### src/rtl/mem_access_unit_pkg.sv
// mem_access_unit_pkg: shared funct3 size encodings and FSM state encodings for the MEM stage.
package mem_access_unit_pkg;
  localparam int WORD_W = 32;
  localparam logic [2:0] LS_B  = 3'b000;
  localparam logic [2:0] LS_H  = 3'b001;
  localparam logic [2:0] LS_W  = 3'b010;
  localparam logic [2:0] LS_BU = 3'b100;
  localparam logic [2:0] LS_HU = 3'b101;
  localparam logic [1:0] IDLE = 2'd0;
  localparam logic [1:0] REQ  = 2'd1;
  localparam logic [1:0] RESP = 2'd2;
endpackage

### src/rtl/mem_access_unit_lane_align.sv
// mem_lane_align: store lane replication and byte enables, load lane extraction and extension.
module mem_lane_align
  import mem_access_unit_pkg::*;
(
  input  logic [2:0]        funct3,
  input  logic [1:0]        addr,
  input  logic [WORD_W-1:0] store_data,
  input  logic [WORD_W-1:0] rdata,
  output logic [WORD_W-1:0] wdata,
  output logic [3:0]        be,
  output logic [WORD_W-1:0] load_data,
  output logic              misaligned
);
  logic is_w, is_h, sx;
  logic [7:0] b;
  logic [15:0] h;
  always_comb begin
    is_w = funct3[1:0] == LS_W[1:0];
    is_h = funct3[1:0] == LS_H[1:0];
    sx = ~funct3[2];
    b = rdata[{addr, 3'b000} +: 8];
    h = addr[1] ? rdata[31:16] : rdata[15:0];
    wdata = is_w ? store_data : is_h ? {2{store_data[15:0]}} : {4{store_data[7:0]}};
    be = is_w ? 4'hf : is_h ? (addr[1] ? 4'hc : 4'h3) : 4'b0001 << addr;
    load_data = is_w ? rdata : is_h ? {{16{sx & h[15]}}, h} : {{24{sx & b[7]}}, b};
    misaligned = is_w ? |addr : is_h & addr[0];
  end
endmodule

### src/rtl/mem_access_unit.sv
// mem_access_unit: MEM-stage load/store unit driving a req/ack data-memory port and stalling upstream.
// Optional ack watchdog enabled by defining MEM_TIMEOUT_EN.
module mem_access_unit
  import mem_access_unit_pkg::*;
#(
  parameter int DATA_W = 32,
  parameter int ADDR_W = 32,
  parameter int TIMEOUT_CYCLES = 255
) (
  input  logic              clk,
  input  logic              rst,
  input  logic              valid_i,
  input  logic              flush_i,
  input  logic              memRead_i,
  input  logic              dataWriteEnable_i,
  input  logic [2:0]        funct3_i,
  input  logic [ADDR_W-1:0] aluOut_i,
  input  logic [DATA_W-1:0] dataB_i,
  input  logic              registerWriteEnable_i,
  input  logic [4:0]        rd_i,
  output logic              stall_o,
  output logic              dmem_req_o,
  output logic              dmem_we_o,
  output logic [ADDR_W-1:0] dmem_addr_o,
  output logic [DATA_W-1:0] dmem_wdata_o,
  output logic [3:0]        dmem_be_o,
  input  logic              dmem_ack_i,
  input  logic [DATA_W-1:0] dmem_rdata_i,
  output logic              wb_valid_o,
  output logic [DATA_W-1:0] wb_data_o,
  output logic [4:0]        wb_rd_o,
  output logic              wb_regWrite_o,
  output logic              misaligned_o,
  output logic              bus_err_o
);
  logic [1:0] state, lo_q, l_addr;
  logic [2:0] f3_q, l_f3;
  logic [4:0] rd_q;
  logic rwe_q, kill_q, idle, memop, go, l_mis;
  logic [DATA_W-1:0] l_wdata, l_load;
  logic [3:0] l_be;
`ifdef MEM_TIMEOUT_EN
  localparam int CW = TIMEOUT_CYCLES > 255 ? $clog2(TIMEOUT_CYCLES + 1) : 8;
  logic [CW-1:0] cnt;
`else
  assign bus_err_o = 1'b0;
`endif
  assign idle = state == IDLE;
  assign memop = memRead_i | dataWriteEnable_i;
  assign go = idle & valid_i & ~flush_i;
  // Lane logic sees the incoming op in IDLE and the latched op while the transaction is open
  assign l_f3 = idle ? funct3_i : f3_q;
  assign l_addr = idle ? aluOut_i[1:0] : lo_q;
  assign stall_o = (go & memop & ~l_mis) | (state == REQ);
  assign dmem_req_o = state == REQ;
  mem_lane_align u_lane (
    .funct3(l_f3), .addr(l_addr), .store_data(dataB_i), .rdata(dmem_rdata_i),
    .wdata(l_wdata), .be(l_be), .load_data(l_load), .misaligned(l_mis)
  );
  always_ff @(posedge clk or negedge rst) begin
    if (!rst) begin
      state <= IDLE;
      lo_q <= '0;
      f3_q <= '0;
      rd_q <= '0;
      rwe_q <= 1'b0;
      kill_q <= 1'b0;
      dmem_we_o <= 1'b0;
      dmem_addr_o <= '0;
      dmem_wdata_o <= '0;
      dmem_be_o <= '0;
      wb_valid_o <= 1'b0;
      wb_data_o <= '0;
      wb_rd_o <= '0;
      wb_regWrite_o <= 1'b0;
      misaligned_o <= 1'b0;
`ifdef MEM_TIMEOUT_EN
      cnt <= '0;
      bus_err_o <= 1'b0;
`endif
    end else begin
      wb_valid_o <= 1'b0;
      misaligned_o <= 1'b0;
`ifdef MEM_TIMEOUT_EN
      bus_err_o <= 1'b0;
`endif
      case (state)
        IDLE: begin
          if (go & (~memop | l_mis)) begin
            wb_valid_o <= 1'b1;
            misaligned_o <= memop;
            wb_data_o <= aluOut_i;
            wb_rd_o <= rd_i;
            wb_regWrite_o <= registerWriteEnable_i & ~memop;
          end else if (go) begin
            state <= REQ;
            dmem_we_o <= dataWriteEnable_i;
            dmem_addr_o <= {aluOut_i[ADDR_W-1:2], 2'b00};
            dmem_be_o <= l_be;
            dmem_wdata_o <= l_wdata;
            lo_q <= aluOut_i[1:0];
            f3_q <= funct3_i;
            rd_q <= rd_i;
            rwe_q <= registerWriteEnable_i & ~dataWriteEnable_i;
            kill_q <= 1'b0;
`ifdef MEM_TIMEOUT_EN
            cnt <= '0;
`endif
          end
        end
        REQ: begin
          if (flush_i) kill_q <= 1'b1;
          if (dmem_ack_i) begin
            state <= RESP;
            wb_valid_o <= ~(kill_q | flush_i);
            wb_data_o <= l_load;
            wb_rd_o <= rd_q;
            wb_regWrite_o <= rwe_q;
          end
`ifdef MEM_TIMEOUT_EN
          else if (cnt == CW'(TIMEOUT_CYCLES - 1)) begin
            state <= IDLE;
            bus_err_o <= 1'b1;
            wb_valid_o <= ~(kill_q | flush_i);
            wb_rd_o <= rd_q;
            wb_regWrite_o <= 1'b0;
          end else cnt <= cnt + 1'b1;
`endif
        end
        default: state <= IDLE;
      endcase
    end
  end
endmodule

### config.mk
export PLATFORM = sky130hd
export DESIGN_NAME = mem_access_unit
export DESIGN_NICKNAME = d
export VERILOG_FILES = /design/src/rtl/mem_access_unit_pkg.sv /design/src/rtl/mem_access_unit_lane_align.sv /design/src/rtl/mem_access_unit.sv
export SDC_FILE = /design/constraint.sdc
export NUM_CORES = 1
export LEC_CHECK = 0
export BUFFER_PORTS_ARGS = -buffer_cell sky130_fd_sc_hd__buf_2
export CAP_MARGIN = 15
export CELL_PAD_IN_SITES_DETAIL_PLACEMENT = 0
export CELL_PAD_IN_SITES_GLOBAL_PLACEMENT = 1
export CORE_MARGIN = 2
export CORE_UTILIZATION = 39
export DETAILED_ROUTE_END_ITERATION = 8
export PLACE_DENSITY = 0.8
export SLEW_MARGIN = 20
export SYNTH_ARGS = -nofsm -noshare
export SYNTH_HDL_FRONTEND = slang
export SYNTH_HIERARCHICAL = 1
export SYNTH_SLANG_ARGS = --single-unit
### constraint.sdc
create_clock -name clk -period 4.4 [get_ports clk]
set_clock_uncertainty 0.15 [all_clocks]
set_input_delay 0.44 -clock clk [delete_from_list [all_inputs] [get_ports clk]]
set_output_delay 0.44 -clock clk [all_outputs]
set_load 0.01 [all_outputs]
==> reports/qor.yml, run 1 <==
worst_setup_path:
  startpoint: "state[0]"
  start_kind: "flop"
  critPathRequiredTime_ns: 3.81
  cp_max_fo: 36
  cpMaxStageDelayCell: "mux2_2"
  critPathMaxStageDelay_ns: 0.72
  crit_end: "stall_o"
  worstRegToRegCells: 8
  r2r_end: "wb_data_o[4]"
  crit_type: "reg2out"
  r2r_setup_slack_ns: 0.82
  cp-end-kind: "output pin"
  crit_chain: "nor2_1, mux2_2, nand2b_4, o21ai_1, nor3_4, or2_2, buf_2"
  timing.rr.start: "state[0]"
  crit_arrival_ns: 3.01
timing:
  holdWs_ns: 0.102
  rsz0062_at_grt: "no"
  max_freq_mhz: 278
  final_hold_viol_count: 0
  post-route-period-util: 0.818
  finalWorstSetupSlack_ns: 0.800
  setup_tns_ns: 0
  slew_headroom: 0.507
  final-setup-viol-count: 0
  final_max_slew_viol_count: 0
  worstMarginPinSlew_ns: 0.739
  fin_crit_ns: 3.60
place:
  placed_area_um2: 7580
  dpl.hpwl_um: 13500
  port_buffers: 220
  gp_congestion: 0.808
  dp_slack_ns: 0.809
pwr:
  p_int_mw: 3.95
  p_per_area_nw_per_um2: 727
  ir_drop_v: 0.000313
  power_frac_seq: 0.327
  p_comb_frac: 0.417
  power_switching_mw: 2.06
  switching_share: 0.342
  leakagePower_nw: 3.94
  p_clk_frac: 0.256
drt:
  vias: 4963
  wl_per_cell_um: 18.8
  drt-initial-drc-count: 225
  drcViolationCount: 0
  drt-pass1-iter-count: 4
  totalWireLength_um: 18000
  viasPerCell: 5.18
  drt.antenna.violating_nets: 0
layout:
  final_util: 0.516
  register_area_um2: 3030
  fillerInstances: 1465
  final_layout_size_suffix_gt1_frac: 0.595
  multiInputGateArea_um2: 3090
  area_growth_pct: 28.1
  fin_nets: 838
  fin_area_um2: 8250
synth:
  synth_area_leaders: "dfrtp_1 47%, mux2_2 28%, mux2i_1 2.6%, a21o_1 1.9%, buf_4 1.9%"
  async_reset_ff_frac: 1.00
  synth_area_per_cell_um2: 12.3
  syn_area_um2: 6440
  synth_top_cell_by_area: "dfrtp_1"
  yosys.area.top_type_share: 0.470
  synth.most_common_cell: "mux2_2"
  yosysSeqAreaShare: 0.470
  yosysUniqueCellTypes: 45
  yosys_most_used_dff: "dfrtp_1"
  synth_edf_count: 0
  synthTopCellsByCount: "158 x mux2_2, 121 x dfrtp_1, 29 x nand2_1"
  synth_cells: 522
  ys_ff_latch: 121
  yosysWarnings: 6
floorplanning:
  io_pins: 224
  die_area_um2: 17600
  rows: 46
  dieHeight_um: 133
  start_util: 0.403
  dieWidth_um: 133
  core-area_um2: 16000
clocking:
  cts.sinks: 121
  clockBufferDepth: 2
  cts_hold_buf: 1
  cts.clk_slew.worst_paths_ns: 0.05
  postCtsSetupRepairBufs: 0
  h-tree-depth: 4
  clock-root-buffer: "clkbuf_16"
  cts_tree: "done"
  cts_buffers: 17
  worstSkewPairLatency_ns: 0.41
  cts_resized: 0
grt:
  grt_max_degree: 56
  grt_overflow_total: 0
  antenna_found_initial: 6
  grt_pass1_wl_um: 28700
  grt_pass1_vias: 5284
  grtUsageTotal: 0.210
hold_path:
  hp-class: "in2reg"
  min_from: "dmem_ack_i"
outcome:
  status: "finished, final reports clean"
flow_run:
  maxCapViolCount: 0
## cell usage in the layout, fill, tap and decap left out, types with 2 or more instances in the layout
cell type   instances
dfrtp_1           121
o21ai_1             5
diode_2             3
a21oi_2             7
clkbuf_1            2
nor2b_1            10
buf_2             219
bufinv_16           5
a21oi_1            17
nand2_1            29
mux2_2            158
inv_1               3
nand3b_1            2
clkbuf_8            2
a211oi_1            8
clkinvlp_4          2
nor2_1             14
conb_1              3
mux2_1              8
a2bb2oi_1           6
buf_4              10
o21ai_0            17
clkinv_2            2
a21o_1             16
nand2b_1            3
nand3_1             7
mux2i_1            17
clkbuf_16          17
or2_2               2
## sequential cells by signal, indices dropped and copies added, names as in the netlist, 3 cells and up
signal	flops
dmem_addr_o	30
dmem_wdata_o	32
wb_rd_o	5
rd_q	5
f3_q	3
dmem_be_o	4
wb_data_o	32
## worst min path at each step
| stage | endpoint | depth (start not counted) |
|---|---|---|
| 2_1_floorplan | dmem_addr_o[10] | 0 |
| 3_3_place_gp | dmem_wdata_o[21] | 1 |
| 3_5_place_dp | dmem_wdata_o[21] | 1 |
| 4_1_cts | state[0] | 2 |
| 5_1_grt | state[0] | 2 |
| 6_report | state[0] | 2 |
## area by class of cell
| cell class | instances | share of cell area |
|---|---|---|
| Clock inverter | 11 | 0.0234 |
| Sequential cell | 121 | 0.367 |
| Inverter | 5 | 0.00227 |
| Timing Repair Buffer | 230 | 0.143 |
| Antenna cell | 3 | 0.000910 |
| Clock buffer | 21 | 0.0558 |
| Multi-Input combinational cell | 351 | 0.375 |
| Tap cell | 216 | 0.0328 |
## stage by stage
step	total power, mW	cells
after floorplan	3.60	524
after global placement	4.40	922
after detailed placement	4.50	922
after CTS	6.07	955
after global routing	6.36	957
final	6.00	958
## power groups by stage
stage	Combinational [mW]	Sequential, mW	Clock [mW]
3_5_place_dp	2.53	1.97	0
2_1_floorplan	1.42	2.18	0
5_1_grt	2.71	2.03	1.62
6_report	2.50	1.96	1.54
4_1_cts	2.54	1.96	1.57
3_3_place_gp	2.46	1.94	0
## routing by layer
layer  vias up  global-route usage  routed length [um]
li1       2284                   -                   -
met1      2434               0.249                7380
met2       206               0.347                8630
met3        35              0.0732                1460
met4         4              0.0902                 493
met5         -                   0                  24
## kinds of logic (layout without fill, tap and decap cells)
family,after synthesis,in the layout,share of synthesized area
AO/OA/AOI/OAI,88,88,0.0959
buffers and inverters,52,267,0.0534
flip-flops,121,121,0.470
multiplexers,184,184,0.319
other,1,6,0.000582
AND/OR/NAND/NOR,76,76,0.0614
## worst max-delay path: cells and delay by family (launching register included)
family	cells	cell delay, ns
compound gates	1	0.32
buf+inv	1	0.15
flops	1	0.41
mux	1	0.72
simple gates	4	1.00
No activity file was read; power rests on OpenSTA's default activity.
==> run 2: changes to the inputs <==
- clock period: 4.4 -> 3.35 ns (I/O delays scaled with it)
==> reports/qor.yml, run 2 (synthesized netlist as in run 1, its figures left out) <==
place:
  dpl.hpwl_um: 13600  # +0.33%
  gp_congestion: 0.876  # +8.3%
  port_buffers: 220  # unchanged
clocking:
  h-tree-depth: 4  # unchanged
  cts.sinks: 121  # unchanged
  clockBufferDepth: 2  # unchanged
  cts.clk_slew.worst_paths_ns: 0.05  # about the same
  cts_buffers: 17  # unchanged
  cts_tree: "done"
  clock-root-buffer: "clkbuf_16"
  worstSkewPairLatency_ns: 0.41  # about the same
worst_setup_path:
  critPathRequiredTime_ns: 2.86  # -0.95 ns
  cp_max_fo: 21  # -42%
  crit_type: "reg2out"
  crit_arrival_ns: 2.71  # -0.30 ns
  cp-end-kind: "output pin"
  start_kind: "flop"
floorplanning:
  rows: 46  # unchanged
  dieHeight_um: 133  # unchanged
  dieWidth_um: 133  # unchanged
  core-area_um2: 16000  # unchanged
  start_util: 0.403  # unchanged
  io_pins: 224  # unchanged
  die_area_um2: 17600  # unchanged
flow_run:
  maxCapViolCount: 0  # unchanged
timing:
  post-route-period-util: 0.953
  rsz0062_at_grt: "no"
  setup_tns_ns: 0  # unchanged
  worstMarginPinSlew_ns: 0.697  # -0.0423 ns
  max_freq_mhz: 313
  final_max_slew_viol_count: 0  # unchanged
  fin_crit_ns: 3.19
  final-setup-viol-count: 0  # unchanged
  slew_headroom: 0.535  # +0.0282
  final_hold_viol_count: 0  # unchanged
drt:
  wl_per_cell_um: 18.9  # +0.70%
  vias: 4911  # -1.0%
  totalWireLength_um: 18200  # +1.4%
  viasPerCell: 5.09  # -1.8%
  drt-initial-drc-count: 235  # +4.4%
  drcViolationCount: 0  # unchanged
  drt-pass1-iter-count: 5  # +1
  drt.antenna.violating_nets: 0  # unchanged
grt:
  grt_max_degree: 87  # +55%
  grtUsageTotal: 0.210  # -0.000703
  grt_overflow_total: 0  # unchanged
  grt_pass1_vias: 5378  # +1.8%
  grt_pass1_wl_um: 28800  # +0.24%
  antenna_found_initial: 1  # -5
pwr:
  p_comb_frac: 0.440  # +0.023
  p_clk_frac: 0.227  # -0.029
  power_frac_seq: 0.333  # +0.006
  power_mw: 7.68  # +28%
  power_switching_mw: 2.68  # +30%
  switching_share: 0.349  # +0.00637
  ir_drop_v: 0.000510  # +63%
  p_int_mw: 5.00  # +27%
  leakagePower_nw: 3.99  # +1.1%
  p_per_area_nw_per_um2: 924  # +27%
layout:
  mostFrequentLayoutCell: "buf_2"
  n_antenna_cell: 0  # -3
  reg_top3: "dmem_wdata_o: 32 flops, wb_data_o: 32 flops, dmem_addr_o: 30 flops"
  fillerInstances: 1447  # -1.2%
  final_layout_size_suffix_gt1_frac: 0.599  # +0.00407
  layout_common_cells: "219 x buf_2, 158 x mux2_2, 121 x dfrtp_1"
  area_growth_pct: 29.1
  multiInputGateArea_um2: 3100  # +0.24%
  register_area_um2: 3030  # unchanged
  fin_nets: 851  # +1.6%
hold_path:
  hp-class: "in2reg"
outcome:
  status: "finished, final reports clean"
run 2: final timing paths:
check	depth (start not counted)	slack, ns	startpoint	end
setup / recovery	10	0.16	state[1]	stall_o
hold / removal	2	0.02	aluOut_i[11]	dmem_addr_o[11]
setup reg to reg	9	0.27	state[1]	wb_data_o[11]
hold reg to reg	1	0.34	kill_q	wb_valid_o
max in group asynchronous	3	1.93	rst	dmem_be_o[3]
min in group asynchronous	2	0.28	rst	wb_valid_o
run 2: what timing repair did:
item / CTS / global route
pin swaps: 1 / 2
hold buffers: 4 / 0
cloned: 0 / 1
hold endpoints to repair: 38 / 0
endpoints found under the setup margin: 1 / 1
gates resized for setup: 2 / 0
setup buffers: 0 / 4
run 2: metal layers:
| metal | GRT usage | vias up | share of wire |
|---|---|---|---|
| li1 | - | 2302 | - |
| met1 | 0.246 | 2352 | 0.42 |
| met2 | 0.352 | 223 | 0.48 |
| met3 | 0.0724 | 34 | 0.079 |
| met4 | 0.0836 | 0 | 0.025 |
| met5 | 0 | - | 0 |
run 2: final cells by class:
class / count / share of cell area
Inverter: 5 / 0.00226
Clock inverter: 9 / 0.0122
Sequential cell: 121 / 0.364
Timing Repair Buffer: 243 / 0.161
Tap cell: 216 / 0.0325
Multi-Input combinational cell: 351 / 0.373
Clock buffer: 20 / 0.0549
run 2: power groups by stage:
stage                     sequential, mW  combinational, mW  clock, mW
after CTS                           2.56               3.40       1.79
after floorplan                     2.86               1.87          0
final                               2.56               3.38       1.74
after global placement              2.54               3.30          0
after detailed placement            2.57               3.39          0
after global routing                2.66               3.66       1.85
run 2: stage by stage:
stage / area [um^2] / util / worst slack (ns) / instances / hold WS, ns
2_1_floorplan: 6450 / - / 0.192 / 524 / -0.111
3_3_place_gp: 7660 / 0.478 / 0.240 / 927 / 0.171
3_5_place_dp: 7660 / 0.478 / 0.178 / 927 / 0.177
4_1_cts: 8260 / 0.516 / 0.0605 / 960 / 0.000704
5_1_grt: 8320 / 0.520 / 0.0286 / 965 / 0.00418
6_report: 8320 / 0.520 / 0.158 / 965 / 0.0238
run 2: critical path, cell delays in order (launching register included):
cell and delay (ns):
dfrtp_1 0.43, nor2_4 0.16, mux2_2 0.37, buf_4 0.21
nor2b_2 0.17, o21ai_1 0.09, o21ai_1 0.15, nor3_4 0.29
buf_12 0.19, or2_2 0.12, buf_2 0.11
